**src/rtl/arbitro_enrutamiento_n.sv**
```systemverilog
// rtl/arbitro_enrutamiento_n.sv - VC-to-destination arbiter/router with per-destination back-pressure
// Optional per-VC saturating grant counters are enabled by defining ARBITRO_CNT_EN.
module arbitro_enrutamiento_n #(
  parameter int DATA_W   = 6,
  parameter int NUM_VC   = 2,
  parameter int NUM_DEST = 2,
  parameter int DEST_LSB = 4,
  parameter int ARB_MODE = 0,
  parameter int CNT_W    = 8
) (
  input  logic                       clk,
  input  logic                       reset,
  input  logic [NUM_VC*DATA_W-1:0]   vc_data,
  input  logic [NUM_VC-1:0]          vc_empty,
  input  logic [NUM_DEST-1:0]        d_pause,
  output logic [NUM_VC-1:0]          vc_pop,
  output logic [NUM_DEST-1:0]        d_push,
  output logic [NUM_DEST*DATA_W-1:0] d_data
`ifdef ARBITRO_CNT_EN
  ,
  output logic [NUM_VC*CNT_W-1:0]    grant_cnt
`endif
);

  localparam int DEST_W = (NUM_DEST > 1) ? $clog2(NUM_DEST) : 0;
  localparam int SEL_W  = (DEST_W > 0) ? DEST_W : 1;
  localparam int PTR_W  = (NUM_VC > 1) ? $clog2(NUM_VC) : 1;

  logic [DATA_W-1:0] head      [NUM_VC];
  logic [SEL_W-1:0]  head_dest [NUM_VC];
  logic [NUM_VC-1:0] eligible;

  // Each VC is judged only against its own head's destination, so a paused lane never blocks others.
  for (genvar i = 0; i < NUM_VC; i++) begin : g_vc
    assign head[i] = vc_data[i*DATA_W +: DATA_W];
    if (DEST_W > 0) begin : g_dest
      assign head_dest[i] = head[i][DEST_LSB +: SEL_W];
    end else begin : g_nodest
      assign head_dest[i] = '0;
    end
    assign eligible[i] = !vc_empty[i] && !d_pause[head_dest[i]] && !reset;
  end

  logic [PTR_W-1:0]  rr_ptr_q, rr_ptr_d;
  logic [PTR_W-1:0]  grant_idx;
  logic              grant_vld;
  logic [SEL_W-1:0]  grant_dest;
  logic [DATA_W-1:0] grant_word;

  always_comb begin
    int idx;
    idx       = 0;
    grant_idx = '0;
    grant_vld = 1'b0;
    if (ARB_MODE == 0) begin
      for (int i = NUM_VC-1; i >= 0; i--) begin
        if (eligible[i]) begin
          grant_idx = PTR_W'(i);
          grant_vld = 1'b1;
        end
      end
    end else begin
      // Scan backwards so the eligible VC nearest rr_ptr is the last one written.
      for (int k = NUM_VC-1; k >= 0; k--) begin
        idx = (int'(rr_ptr_q) + k) % NUM_VC;
        if (eligible[idx]) begin
          grant_idx = PTR_W'(idx);
          grant_vld = 1'b1;
        end
      end
    end
  end

  always_comb begin
    vc_pop = '0;
    if (grant_vld) vc_pop[grant_idx] = 1'b1;
  end

  assign grant_dest = head_dest[grant_idx];
  assign grant_word = head[grant_idx];

  logic [NUM_DEST-1:0] d_push_q, d_push_d;
  logic [DATA_W-1:0]   d_data_q [NUM_DEST];
  logic [DATA_W-1:0]   d_data_d [NUM_DEST];

  always_comb begin
    d_push_d = '0;
    rr_ptr_d = rr_ptr_q;
    for (int j = 0; j < NUM_DEST; j++) begin
      d_data_d[j] = d_data_q[j];
      if (grant_vld && (int'(grant_dest) == j)) begin
        d_push_d[j] = 1'b1;
        d_data_d[j] = grant_word;
      end
    end
    if (grant_vld) begin
      rr_ptr_d = (grant_idx == PTR_W'(NUM_VC-1)) ? '0 : grant_idx + PTR_W'(1);
    end
  end

  always_ff @(posedge clk) begin
    if (reset) begin
      d_push_q <= '0;
      rr_ptr_q <= '0;
      for (int j = 0; j < NUM_DEST; j++) d_data_q[j] <= '0;
    end else begin
      d_push_q <= d_push_d;
      rr_ptr_q <= rr_ptr_d;
      for (int j = 0; j < NUM_DEST; j++) d_data_q[j] <= d_data_d[j];
    end
  end

  assign d_push = d_push_q;
  for (genvar j = 0; j < NUM_DEST; j++) begin : g_lane
    assign d_data[j*DATA_W +: DATA_W] = d_data_q[j];
  end

`ifdef ARBITRO_CNT_EN
  logic [CNT_W-1:0] cnt_q [NUM_VC];
  logic [CNT_W-1:0] cnt_d [NUM_VC];

  always_comb begin
    for (int i = 0; i < NUM_VC; i++) begin
      cnt_d[i] = cnt_q[i];
      if (vc_pop[i] && (cnt_q[i] != {CNT_W{1'b1}})) cnt_d[i] = cnt_q[i] + CNT_W'(1);
    end
  end

  always_ff @(posedge clk) begin
    for (int i = 0; i < NUM_VC; i++) begin
      if (reset) cnt_q[i] <= '0;
      else       cnt_q[i] <= cnt_d[i];
    end
  end

  for (genvar i = 0; i < NUM_VC; i++) begin : g_cnt
    assign grant_cnt[i*CNT_W +: CNT_W] = cnt_q[i];
  end
`endif

endmodule
```
**config.mk**
```make
export PLATFORM = sky130hd
export DESIGN_NAME = arbitro_enrutamiento_n
export DESIGN_NICKNAME = d
export VERILOG_FILES = /design/src/rtl/arbitro_enrutamiento_n.sv
export SDC_FILE = /design/constraint.sdc
export NUM_CORES = 1
export LEC_CHECK = 0
export CAP_MARGIN = 20
export CORE_UTILIZATION = 40
export CTS_BUF_LIST = sky130_fd_sc_hd__clkbuf_8
export CTS_CLUSTER_DIAMETER = 40
export DETAILED_ROUTE_END_ITERATION = 7
export MAX_ROUTING_LAYER = met4
export PLACE_DENSITY = 0.79
export SYNTH_ARGS = -nofsm -noshare
export SYNTH_HDL_FRONTEND = slang
export SYNTH_SLANG_ARGS = --single-unit
```
**constraint.sdc**
```tcl
create_clock -name clk -period 3.48 [get_ports clk]
set_input_delay 0.348 -clock clk [delete_from_list [all_inputs] [get_ports clk]]
set_output_delay 0.348 -clock clk [all_outputs]
set_load 0.02 [all_outputs]
```
Yosys cells after proc, flatten, opt, wreduce, memory -nomap -nowiden
Memory sizes are Yosys's and may differ from the RTL's.
Index checks and enable logic that the tools add are counted.
Widths: inputs -> output; s select.
{"block": "totals", "regBits": 2, "mem_bits_rw": 12, "inputBits": 18, "word_cells": 48, "mem_count": 1}
{"memory": "d_data_q", "depth": 2, "word_bits": 6, "rd": 2, "rd_clocked_by_memory_dff": 0, "wr": 2, "line_no": "83", "text": "logic [DATA_W-1:0] d_data_q [NUM_DEST];"}
{"block": "op_classes", "order_cmp": 5, "reduce_logical": 12, "bitwise_logic": 4, "mux": 25}
{"operator": "$mux 6", "n": 7}
{"operator": "$mux 1", "n": 16}
{"operator": "$logic_and 1x1->1", "n": 7}
{"operator": "$lt 1x2->1 const B", "n": 3}
{"operator": "$logic_not 1->1", "n": 5}
{"operator": "$ge 2x2->1 const B", "n": 1}
{"operator": "$mux 2", "n": 1}
{"operator": "$not 1->2", "n": 1}
{"operator": "$or 1x1->1", "n": 2}
{"operator": "$demux 1 s1", "n": 1}
{"operator": "$ge 1x1->1 const B", "n": 1}
{"operator": "$not 1->1", "n": 1}

Depth between registers and ports, before layout
{"block": "logic_depth", "word_depth": 15, "mapped_depth": 6}

Worst setup path after synthesis
Ideal clock, no wire load.
{"block": "synth_timing", "path_kind": "input -> output", "startpoint": "input port d_pause[0]", "endpoint": "output port vc_pop[0]", "cell_stages": 2, "required_ns": 3.132, "t_arrival_ns": 1.591, "path_buffers": 0, "setup_slack_ns": 1.541, "path_cell_list": "nor2b_1 -> a2111oi_0"}
{"block": "synth_via", "elab_chain_len": 12, "word_cells_on_any_way": 19}
{"element": "start, declared", "line_no": "15", "text": "input logic [NUM_DEST-1:0] d_pause,"}
{"element": "$mux 1 (not written as such) (2 in series)", "line_no": "41", "text": "assign eligible[i] = !vc_empty[i] && !d_pause[head_dest[i]] && !reset;"}
{"element": "$logic_not 1->1", "line_no": "41"}
{"element": "$logic_and 1x1->1 (2 in series)", "line_no": "41"}
{"element": "$mux 1 (2 in series)", "line_no": "57", "text": "if (eligible[i]) begin"}
{"element": "$lt 1x2->1 (not written as such) / $ge 1x1->1 (equally long branches)", "line_no": "76", "text": "if (grant_vld) vc_pop[grant_idx] = 1'b1;"}
{"element": "$logic_and 1x1->1 (not written as such)", "line_no": "76"}
{"element": "$mux 1 (not written as such)", "line_no": "76"}
{"element": "$demux 1 s1", "line_no": "76"}
{"element": "$mux 2 *", "line_no": "76"}
{"element": "end, declared", "line_no": "16", "text": "output logic [NUM_VC-1:0] vc_pop,"}
Mark *: on every way between the ends. The rest lies on a longest branch, timed or not. The select of a mux whose other input is x is not followed.

Final worst setup path
{"block": "layout_timing", "startpoint": "input port reset", "endpoint": "output port vc_pop[1]"}
{"block": "layout_via", "elab_chain_len": 9, "word_cells_on_any_way": 12}
{"element": "start, declared", "line_no": "12", "text": "input logic reset,"}
{"element": "$logic_not 1->1 *", "line_no": "41"}
{"element": "$logic_and 1x1->1", "line_no": "41"}
{"element": "$mux 1 (2 in series)", "line_no": "57"}
{"element": "$lt 1x2->1 (not written as such) / $ge 1x1->1 (equally long branches)", "line_no": "76"}
{"element": "$logic_and 1x1->1 (not written as such)", "line_no": "76"}
{"element": "$mux 1 (not written as such)", "line_no": "76"}
{"element": "$demux 1 s1", "line_no": "76"}
{"element": "$mux 2 *", "line_no": "76"}
Mark *: on every way between the ends. The rest lies on a longest branch, timed or not.

==> metrics.csv <==
metric,value,unit
htreeDepth,1,
critical_path_class,primary input to output port,
drc,2,
grt_antenna_before_repair,0,
wirelength,2040,um
num_vias,735,
rows,14,
synth_cell_types,26,
place_hpwl,1550,um
postRouteAntennaNets,0,
syn_area,693,um^2
worst-path-buf-inv,2,
post_cts_buffers,0,
cts-root-buf,clkbuf_8,
place_inst,118,
grt_max_degree,13,
power.density,397,nW/um^2
synthFlopType,dfxtp_1,
crit_path_end_kind,output port,
cts_num_sinks,14,
synth_edf_count,0,
cts_tree,yes,
wl_per_cell,16.7,um
postCtsHoldBufs,0,
synth_top_area_frac,0.404,
slew_violations,0,
grt_pass1_wl,3100,um
yosysMostFrequentCell,dfxtp_1,
cp_slowest_cell,clkdlybuf4s50_1,
num_antenna_cells,0,
synth.area.top_cells,"dfxtp_1, a311oi_2, a21oi_1",
clk_latency,0.24,ns
die_h,43.6,um
dieArea,1900,um^2
drive_gt1_frac,0.132,
yosysSeqAreaShare,0.404,
status,"finished, violations left",
maxCapViolations,0,
ctsResizeCount,0,
max_freq,0.378,GHz
place.gp.congestion,0.905,
dr.first_iter.drc_count,50,
cp.required,3.13,ns
die_x,43.6,um
finalClockSkew,0,ns
setup_viol,0,
mappedNetlistNets,90,
clk_pin_slew,0.06,ns
slew_headroom,0.656,
async_flop_share,0,
tightest_slew,0.515,ns
worstPathMaxFanout,11,
irDropWorstVdd,0.000356,V
firstDrtPassIters,6,
netlist_top_cells_count,"dfxtp_1, a21oi_1, nand3_1",
tns,0,ns
cp-start-kind,primary input,
cts_buffers,3,
first_global_vias,646,
globalRouteOverflowTotal,0,
final_nets,125,
crit_chain,clkdlybuf4s50_1 > nor2_1 > o311ai_2 > nand2_1 > clkdlybuf4s50_1,
rsz0062_at_grt,no,
ioPinCount,34,
syn_inst,72,
io_buffers,33,
critPathTopFamily,buffers and inverters,
min_path_type,flop to flop,
synth_top_cell_by_area,dfxtp_1,
critical_path_arrival,2.30,ns
clock_path_buffers,2,
yosys_warnings,0,
critPathMaxStageDelay,0.60,ns
synth_area_per_cell,9.63,um^2
fin_crit_sh,0.761,
initial_core_util,0.445,
critPathMostFrequentCell,clkdlybuf4s50_1,
core,1560,um^2
ys_ff_latch,14,
cellLeakagePower,0.391,nW
layout_min_cycle_time,2.65,ns
track_usage,0.237,
area_delta_synth_final,56.0,%
fin_cells,122,
violations,DRC,
vias_per_cell,6.02,
hold_viol,0,
-- final cells by class --
class / count / area, um^2
Multi-Input combinational cell: 51 / 377
Tap cell: 16 / 20.0
Fill cell: 128 / 478
Timing Repair Buffer: 34 / 338
Inverter: 3 / 11.3
Sequential cell: 14 / 280
Clock buffer: 4 / 55.1
-- cell families after synthesis --
group / after synthesis / synth area share
flip-flops: 14 / 0.404
AO/OA/AOI/OAI: 32 / 0.394
buffers and inverters: 7 / 0.0523
AND/OR/NAND/NOR: 19 / 0.150
-- worst register-to-register path, cell delays in order, from the launching register on --
cell and delay [ns]:
dfxtp_1 0.33, a21oi_1 0.06, a311oi_1 0.33
-- power breakdown --
part | switching [W] | internal (W)
logic | 0.0000501 | 0.0000488
registers | 0.00000422 | 0.000169
clock network | 0.0000567 | 0.000100
total | 0.000111 | 0.000318
-- metrics by stage --
step	hold slack (ns)	power (W)	setup slack, ns	area (um^2)	utilization
after detailed placement	0.443	0.000274	0.863	1030	0.658
after global placement	0.435	0.000272	0.965	1030	0.658
after CTS	0.457	0.000433	0.858	1080	0.693
after global routing	0.490	0.000447	0.748	1080	0.693
final	0.452	0.000429	0.833	1080	0.693
after floorplan	0.556	0.000225	1.54	693	-
-- per-layer routing --
metal | track usage | up-vias | wire length (um)
li1 | - | 354 | -
met1 | 0.299 | 332 | 835
met2 | 0.343 | 45 | 980
met3 | 0.0917 | 4 | 168
met4 | 0.0875 | 0 | 53
met5 | - | - | 0
-- worst paths after layout --
check,from,end,slack [ns],cells after the start
setup / recovery,reset,vc_pop[1],0.83,5
hold / removal,d_data_q[0][10],d_data_q[0][10],0.45,1
setup reg to reg,d_data_q[0][5],d_data_q[0][5],2.65,2
hold reg to reg,d_data_q[0][10],d_data_q[0][10],0.45,1
-- sequential cells by signal (all words and copies together) (netlist names) --
register and flops:
d_data_q 12, d_push 2
-- layout by cell type (no fill, tap or decap), drive strengths merged, types with 2 or more instances in the layout --
master          n
o21ai           5
and2            2
a21oi          10
a311oi         10
or3             2
inv             3
clkdlybuf4s50  33
nor2b           2
nand3           6
clkbuf          4
dfxtp          14
nor2            3
Note: power is estimated with default switching activity, not from simulation.
